--- config.mk ---
export PLATFORM = sky130hd
export DESIGN_NAME = dsam_decoder
export DESIGN_NICKNAME = d
export VERILOG_FILES = /design/src/rtl/dsam_decoder.sv
export SDC_FILE = /design/constraint.sdc
export NUM_CORES = 2
export LEC_CHECK = 0
export ABC_AREA = 1
export BUFFER_PORTS_ARGS = -buffer_cell sky130_fd_sc_hd__buf_4
export CAP_MARGIN = 20
export CORE_ASPECT_RATIO = 1.2
export CORE_MARGIN = 8
export CORE_UTILIZATION = 40
export CTS_CLUSTER_SIZE = 28
export DETAILED_ROUTE_END_ITERATION = 10
export GPL_ROUTABILITY_DRIVEN = 0
export PLACE_DENSITY = 0.51
export SYNTH_ARGS = -nofsm -noshare
export SYNTH_HDL_FRONTEND = slang
export SYNTH_SLANG_ARGS = --single-unit
--- constraint.sdc ---
create_clock -name clk -period 20.3 [get_ports clk]
set_input_delay 1.015 -clock clk [delete_from_list [all_inputs] [get_ports clk]]
set_output_delay 1.015 -clock clk [all_outputs]
set_load 0.02 [all_outputs]
--- src/rtl/dsam_decoder.sv ---
`timescale 1ns/1ps
// ---------------------------------------------------------------------------
// dsam_decoder
//
// Restores the original samples from a DSAM-encoded word stream that carries
// CHANNELS interleaved channels. Stage 1 undoes the running XOR correlation
// to recover the per-channel difference. Stage 2 adds the sample that the
// same channel carried one frame earlier, which is kept in a per-channel
// history table.
//
// Both sides use a valid/ready handshake. The two pipeline stages only move
// together, so a stalled output freezes the whole decoder.
//
// Ports:
//   clk        clock, every register updates on the rising edge
//   reset      synchronous, active-low reset
//   in_valid   an encoded word is present on 'in'
//   in_ready   the decoder accepts a word this cycle
//   in         encoded word {sign, correlated low bits}
//   out_valid  a decoded sample is present on 'out'
//   out_ready  the sink accepts the sample this cycle
//   out        decoded sample
//   channel    channel index of the sample on 'out'
//   bypass     (only with DSAM_DEC_BYPASS_EN) passes the word through untouched
//
// Optional feature macro: DSAM_DEC_BYPASS_EN adds the 'bypass' input. A
// bypassed word keeps the normal latency and handshake, but it leaves the
// channel counter, the correlation register and the history table alone.
// ---------------------------------------------------------------------------
module dsam_decoder #(
   parameter int DATA_WIDTH = 16,
   parameter int CHANNELS   = 256,
   parameter int CH_WIDTH   = $clog2(CHANNELS)
) (
   input  logic                  clk,
   input  logic                  reset,
   input  logic                  in_valid,
   output logic                  in_ready,
   input  logic [DATA_WIDTH-1:0] in,
`ifdef DSAM_DEC_BYPASS_EN
   input  logic                  bypass,
`endif
   output logic                  out_valid,
   input  logic                  out_ready,
   output logic [DATA_WIDTH-1:0] out,
   output logic [CH_WIDTH-1:0]   channel
);

   localparam int W = DATA_WIDTH;
   localparam logic [CH_WIDTH-1:0] LAST_CH = CH_WIDTH'(CHANNELS - 1);

   logic                s1Valid_q, s1Valid_d;
   logic [W-1:0]        s1Data_q, s1Data_d;
   logic [CH_WIDTH-1:0] s1Ch_q, s1Ch_d;
   logic                s1Byp_q, s1Byp_d;
   logic [W-2:0]        corrPrev_q, corrPrev_d;
   logic [CH_WIDTH-1:0] ch_q, ch_d;
   logic                outValid_q, outValid_d;
   logic [W-1:0]        out_q, out_d;
   logic [CH_WIDTH-1:0] outCh_q, outCh_d;
   logic                warm_q, warm_d;
   logic [W-1:0]        hist_q [CHANNELS];

   logic                adv;
   logic                accept;
   logic                inBypass;
   logic                histWe;
   logic [W-1:0]        recon;

`ifdef DSAM_DEC_BYPASS_EN
   assign inBypass = bypass;
`else
   assign inBypass = 1'b0;
`endif

   // Both stages advance together whenever the output register is free or is
   // being drained this cycle, so that is also when a new word is accepted.
   assign adv      = !outValid_q || out_ready;
   assign accept   = in_valid && adv;
   assign in_ready = adv;

   // Until every channel has produced one sample there is no previous frame,
   // so the history table is ignored while warm is clear.
   always_comb begin
      recon = s1Data_q;
      if (!s1Byp_q && warm_q) begin
         recon = s1Data_q + hist_q[s1Ch_q];
      end
   end

   // Next-state logic for both pipeline stages. Bubbles empty the stages but
   // leave the channel counter, the correlation register and the history alone.
   always_comb begin
      s1Valid_d  = s1Valid_q;
      s1Data_d   = s1Data_q;
      s1Ch_d     = s1Ch_q;
      s1Byp_d    = s1Byp_q;
      corrPrev_d = corrPrev_q;
      ch_d       = ch_q;
      outValid_d = outValid_q;
      out_d      = out_q;
      outCh_d    = outCh_q;
      warm_d     = warm_q;
      histWe     = 1'b0;
      if (adv) begin
         s1Valid_d = in_valid;
         if (accept) begin
            s1Byp_d = inBypass;
            s1Ch_d  = ch_q;
            if (inBypass) begin
               s1Data_d = in;
            end else begin
               s1Data_d   = {in[W-1], in[W-2:0] ^ corrPrev_q};
               corrPrev_d = in[W-2:0];
               ch_d       = (ch_q == LAST_CH) ? '0 : ch_q + 1'b1;
            end
         end
         outValid_d = s1Valid_q;
         if (s1Valid_q) begin
            out_d   = recon;
            outCh_d = s1Ch_q;
            if (!s1Byp_q) begin
               histWe = 1'b1;
               if (s1Ch_q == LAST_CH) begin
                  warm_d = 1'b1;
               end
            end
         end
      end
   end

   // Pipeline and control registers; reset wins over any transfer that would
   // otherwise happen on the same edge.
   always_ff @(posedge clk) begin
      if (!reset) begin
         s1Valid_q  <= 1'b0;
         s1Data_q   <= '0;
         s1Ch_q     <= '0;
         s1Byp_q    <= 1'b0;
         corrPrev_q <= '0;
         ch_q       <= '0;
         outValid_q <= 1'b0;
         out_q      <= '0;
         outCh_q    <= '0;
         warm_q     <= 1'b0;
      end else begin
         s1Valid_q  <= s1Valid_d;
         s1Data_q   <= s1Data_d;
         s1Ch_q     <= s1Ch_d;
         s1Byp_q    <= s1Byp_d;
         corrPrev_q <= corrPrev_d;
         ch_q       <= ch_d;
         outValid_q <= outValid_d;
         out_q      <= out_d;
         outCh_q    <= outCh_d;
         warm_q     <= warm_d;
      end
   end

   // History table: one word per channel, holding the last reconstructed
   // sample. It has no reset because warm masks its contents after reset.
   always_ff @(posedge clk) begin
      if (reset && histWe) begin
         hist_q[s1Ch_q] <= recon;
      end
   end

   assign out_valid = outValid_q;
   assign out       = out_q;
   assign channel   = outCh_q;

endmodule

==> metrics.md <==
| Metric | Value |
|---|---|
| Worst-case clock buffer depth | `4` |
| Seq/Total Area, Yosys | `75.38%` |
| Register bit total from synthesis | `4178` |
| # setup viols final | `0` |
| WP data required | `20.95 ns` |
| Critical path type | `reg -> reg` |
| DIE AREA | `434300 sq um` |
| Top Ports | `46` |
| Largest net degree at the start of global routing | `194` |
| Ys async rst share | `0%` |
| Initial antenna violation count | `30` |
| Max Cap Viol | `0` |
| EDFF count, synth | `4096` |
| Period minus WS final | `10.47 ns` |
| Die height | `720.3 um` |
| Drt first pass iters | `8` |
| Crit path capture type | `flip-flop` |
| Core Rows | `258` |
| Status | `complete, no violations` |
| GR Overflow Total | `0` |
| Hold Crit Class | `in -> reg` |
| Final Cycle Share | `51.58%` |
| Netlist Area Pre-Place | `165300 sq um` |
| VDD IR max | `0.07216 mV` |
| Yosys warns | `0` |
| Relative slew margins | `14.30%` |
| Met1 usage | `31.09%` |
| Mapped Nets | `12.94k` |
| Met2 GRT Util | `37.75%` |
| Via count | `108.9k` |
| Syn Inst Count | `12.90k` |
| Core footprint | `411600 sq um` |
| Synth cell types | `40` |
| First-pass GRT wire length | `746.1 mm` |
| CTS tree | `built` |
| Initial DRC Count | `12.21k` |
| Pin slew with the least headroom to its limit | `1.286 ns` |
| Clock slew at reported path FFs | `0.06 ns` |
| Fmax | `95.51 MHz` |
| LEAKAGE | `60.47 nW` |
| Resized Gates After CTS | `0` |
| RSZ-0062 raised after global routing | `false` |
| Setup TNS | `0 ns` |
| Tot GR Track Use | `23.00%` |
| Data arrival, critical path | `11.12 ns` |
| Clock root buffer | `clkbuf_16` |
| Routed len/inst | `27.85 um` |
| Pwr dens | `99.40 nW/um^2` |
| Hold Vio Cnt, Final | `0` |
| # Post-CTS Setup Buffers | `0` |
| M3 GR Usage | `3.430%` |
| Latest clock arrival within the worst-skew pair | `1.01 ns` |
| Setup Skew | `0.07673 ns` |
| Main synth FF type | `edfxtp_1` |
| Most used routing layer | `met2` |
| # port buffers | `45` |
| Crit start category | `flip-flop` |
| Drt via density | `5.839` |
| Die width | `602.9 um` |
| Cts hold-fix bufs | `0` |
| Drt total wl | `519.6 mm` |
| Initial Util | `40.17%` |
| Commonest cells after routing, fill and taps aside | `edfxtp_1, nor2_1, o21ai_0` |
| Hpwl dp | `284.0 mm` |
| Commonest non-fill, non-tap cell in the layout | `edfxtp_1` |
| Crit path max fanout | `182` |
| DRC | `0` |
| Final Max Slew Viols | `0` |
| Antenna-violating nets left | `0` |
| Area grow syn2layout | `12.20%` |
| Nets | `12.89k` |
| Syn avg cell area | `12.82 sq um` |
| H-Tree Depth | `5` |
| Clock Sink Count | `4178` |
| Total power | `18.44 mW` |
| Share of cells above drive strength 1 | `8.705%` |
| Num CTS Buffers | `417` |
| Vias in the first global route | `104.9k` |
| R2R setup slack | `9.83 ns` |
-- worst max-delay path: stages (launching register included) --
cell and delay, ns:
dfxtp_4 0.57, inv_16 0.53, buf_4 0.59, buf_4 0.66, buf_4 0.86, buf_4 0.70
o21ai_0 0.18, o22ai_1 0.16, o21ai_0 0.10, o22ai_1 0.21, nand2_1 0.12, nand3_1 0.22
nand3_1 0.28, a31oi_1 0.29, ha_1 0.31, a21oi_1 0.16, nand2_1 0.09, nand2_1 0.08
nand2_1 0.07, a21oi_1 0.21, o21ai_0 0.25, a21oi_1 0.33, o21ai_0 0.14, nand2_1 0.09
nand3_1 0.13, nand2_4 0.50, buf_4 0.93, buf_4 0.85
-- layout make-up --
class	count	area (sq um)
Tap cell	5460	6832
Clock inverter	217	1917
Fill cell	36740	226100
Sequential cell	4178	124700
Antenna cell	10	25.02
Inverter	73	326.6
Timing Repair Buffer	485	4260
Multi-Input combinational cell	7694	36290
Clock buffer	541	11200
-- final timing paths --
path,startpoint,end,cells past startpoint
max reg2reg,flip-flop,hist_q[234][11],27
max,flip-flop,hist_q[234][11],27
min reg2reg,s1Valid_q,s1Valid_q,2
min,in[3],corrPrev_q[3],3
-- through the flow --
stage                     area [sq um]  instances  util, %  worst slack, ns  hold WS, ns
final                           185500      18658    45.07            9.830       0.2853
after global routing            185500      18649    45.07            9.322       0.2783
after CTS                       185300      18640    45.03            10.05       0.2003
after detailed placement        172200      17882    41.84            10.05       0.4620
after global placement          171900      17866    41.78            9.974       0.4554
after floorplan                 165300      12901        -            5.272       0.4432
-- sequential cells by signal (all words and copies together), names as in the netlist, named ones only --
register	cells
ch_q	8
channel	8
corrPrev_q	15
hist_q	4096
out	16
out_valid	1
s1Ch_q	8
s1Data_q	16
s1Valid_q	1
warm_q	1
-- cells by family (layout without fill, tap and decap cells) --
group,count (synthesis),count (layout),share of synthesized area (%)
other,0,10,0
buffers and inverters,1029,1316,2.878
xor gates and xnor gates,21,21,0.1112
DFF,4178,4178,75.38
AOI/OAI and AO/OA,3590,3590,11.75
adders and majority gates,17,17,0.1332
and+or+nand+nor,4066,4066,9.744
-- synthesized netlist by cell type, types with 4 or more instances --
master | number | area [sq um]
a211oi_1 | 5 | 37.54
ha_1 | 16 | 200.2
nand2_1 | 782 | 2935
inv_1 | 68 | 255.2
buf_2 | 307 | 1536
or2_2 | 6 | 37.54
buf_1 | 47 | 176.4
xor2_1 | 15 | 131.4
buf_4 | 76 | 570.6
nor3_1 | 13 | 65.06
nand3_1 | 616 | 3083
edfxtp_1 | 4096 | 123000
o21ai_0 | 2289 | 11460
o22ai_1 | 1141 | 7138
o21ai_1 | 70 | 350.3
xnor2_1 | 6 | 52.55
a21oi_1 | 75 | 375.4
buf_6 | 26 | 292.8
nor2_1 | 2631 | 9876
dfxtp_1 | 82 | 1642
clkbuf_1 | 498 | 1869
nand4_1 | 5 | 31.28
or2_1 | 4 | 25.02
-- routing by layer --
| metal | wire length, um | part of all wire, % | up-vias |
|---|---|---|---|
| met5 | 125 | 0.024 | - |
| met4 | 21340 | 4.1 | 16 |
| met3 | 37500 | 7.2 | 911 |
| met2 | 247300 | 48 | 4479 |
| met1 | 213300 | 41 | 55873 |
| li1 | - | - | 47661 |
-- power breakdown --
| part | internal (mW) | leakage [nW] | switching, mW |
|---|---|---|---|
| registers | 9.58 | 38.1 | 0.0196 |
| clock network | 4.22 | 6.39 | 3.30 |
| logic | 0.297 | 16.0 | 1.03 |
| total | 14.1 | 60.5 | 4.35 |
(Power assumes the default switching activity.)
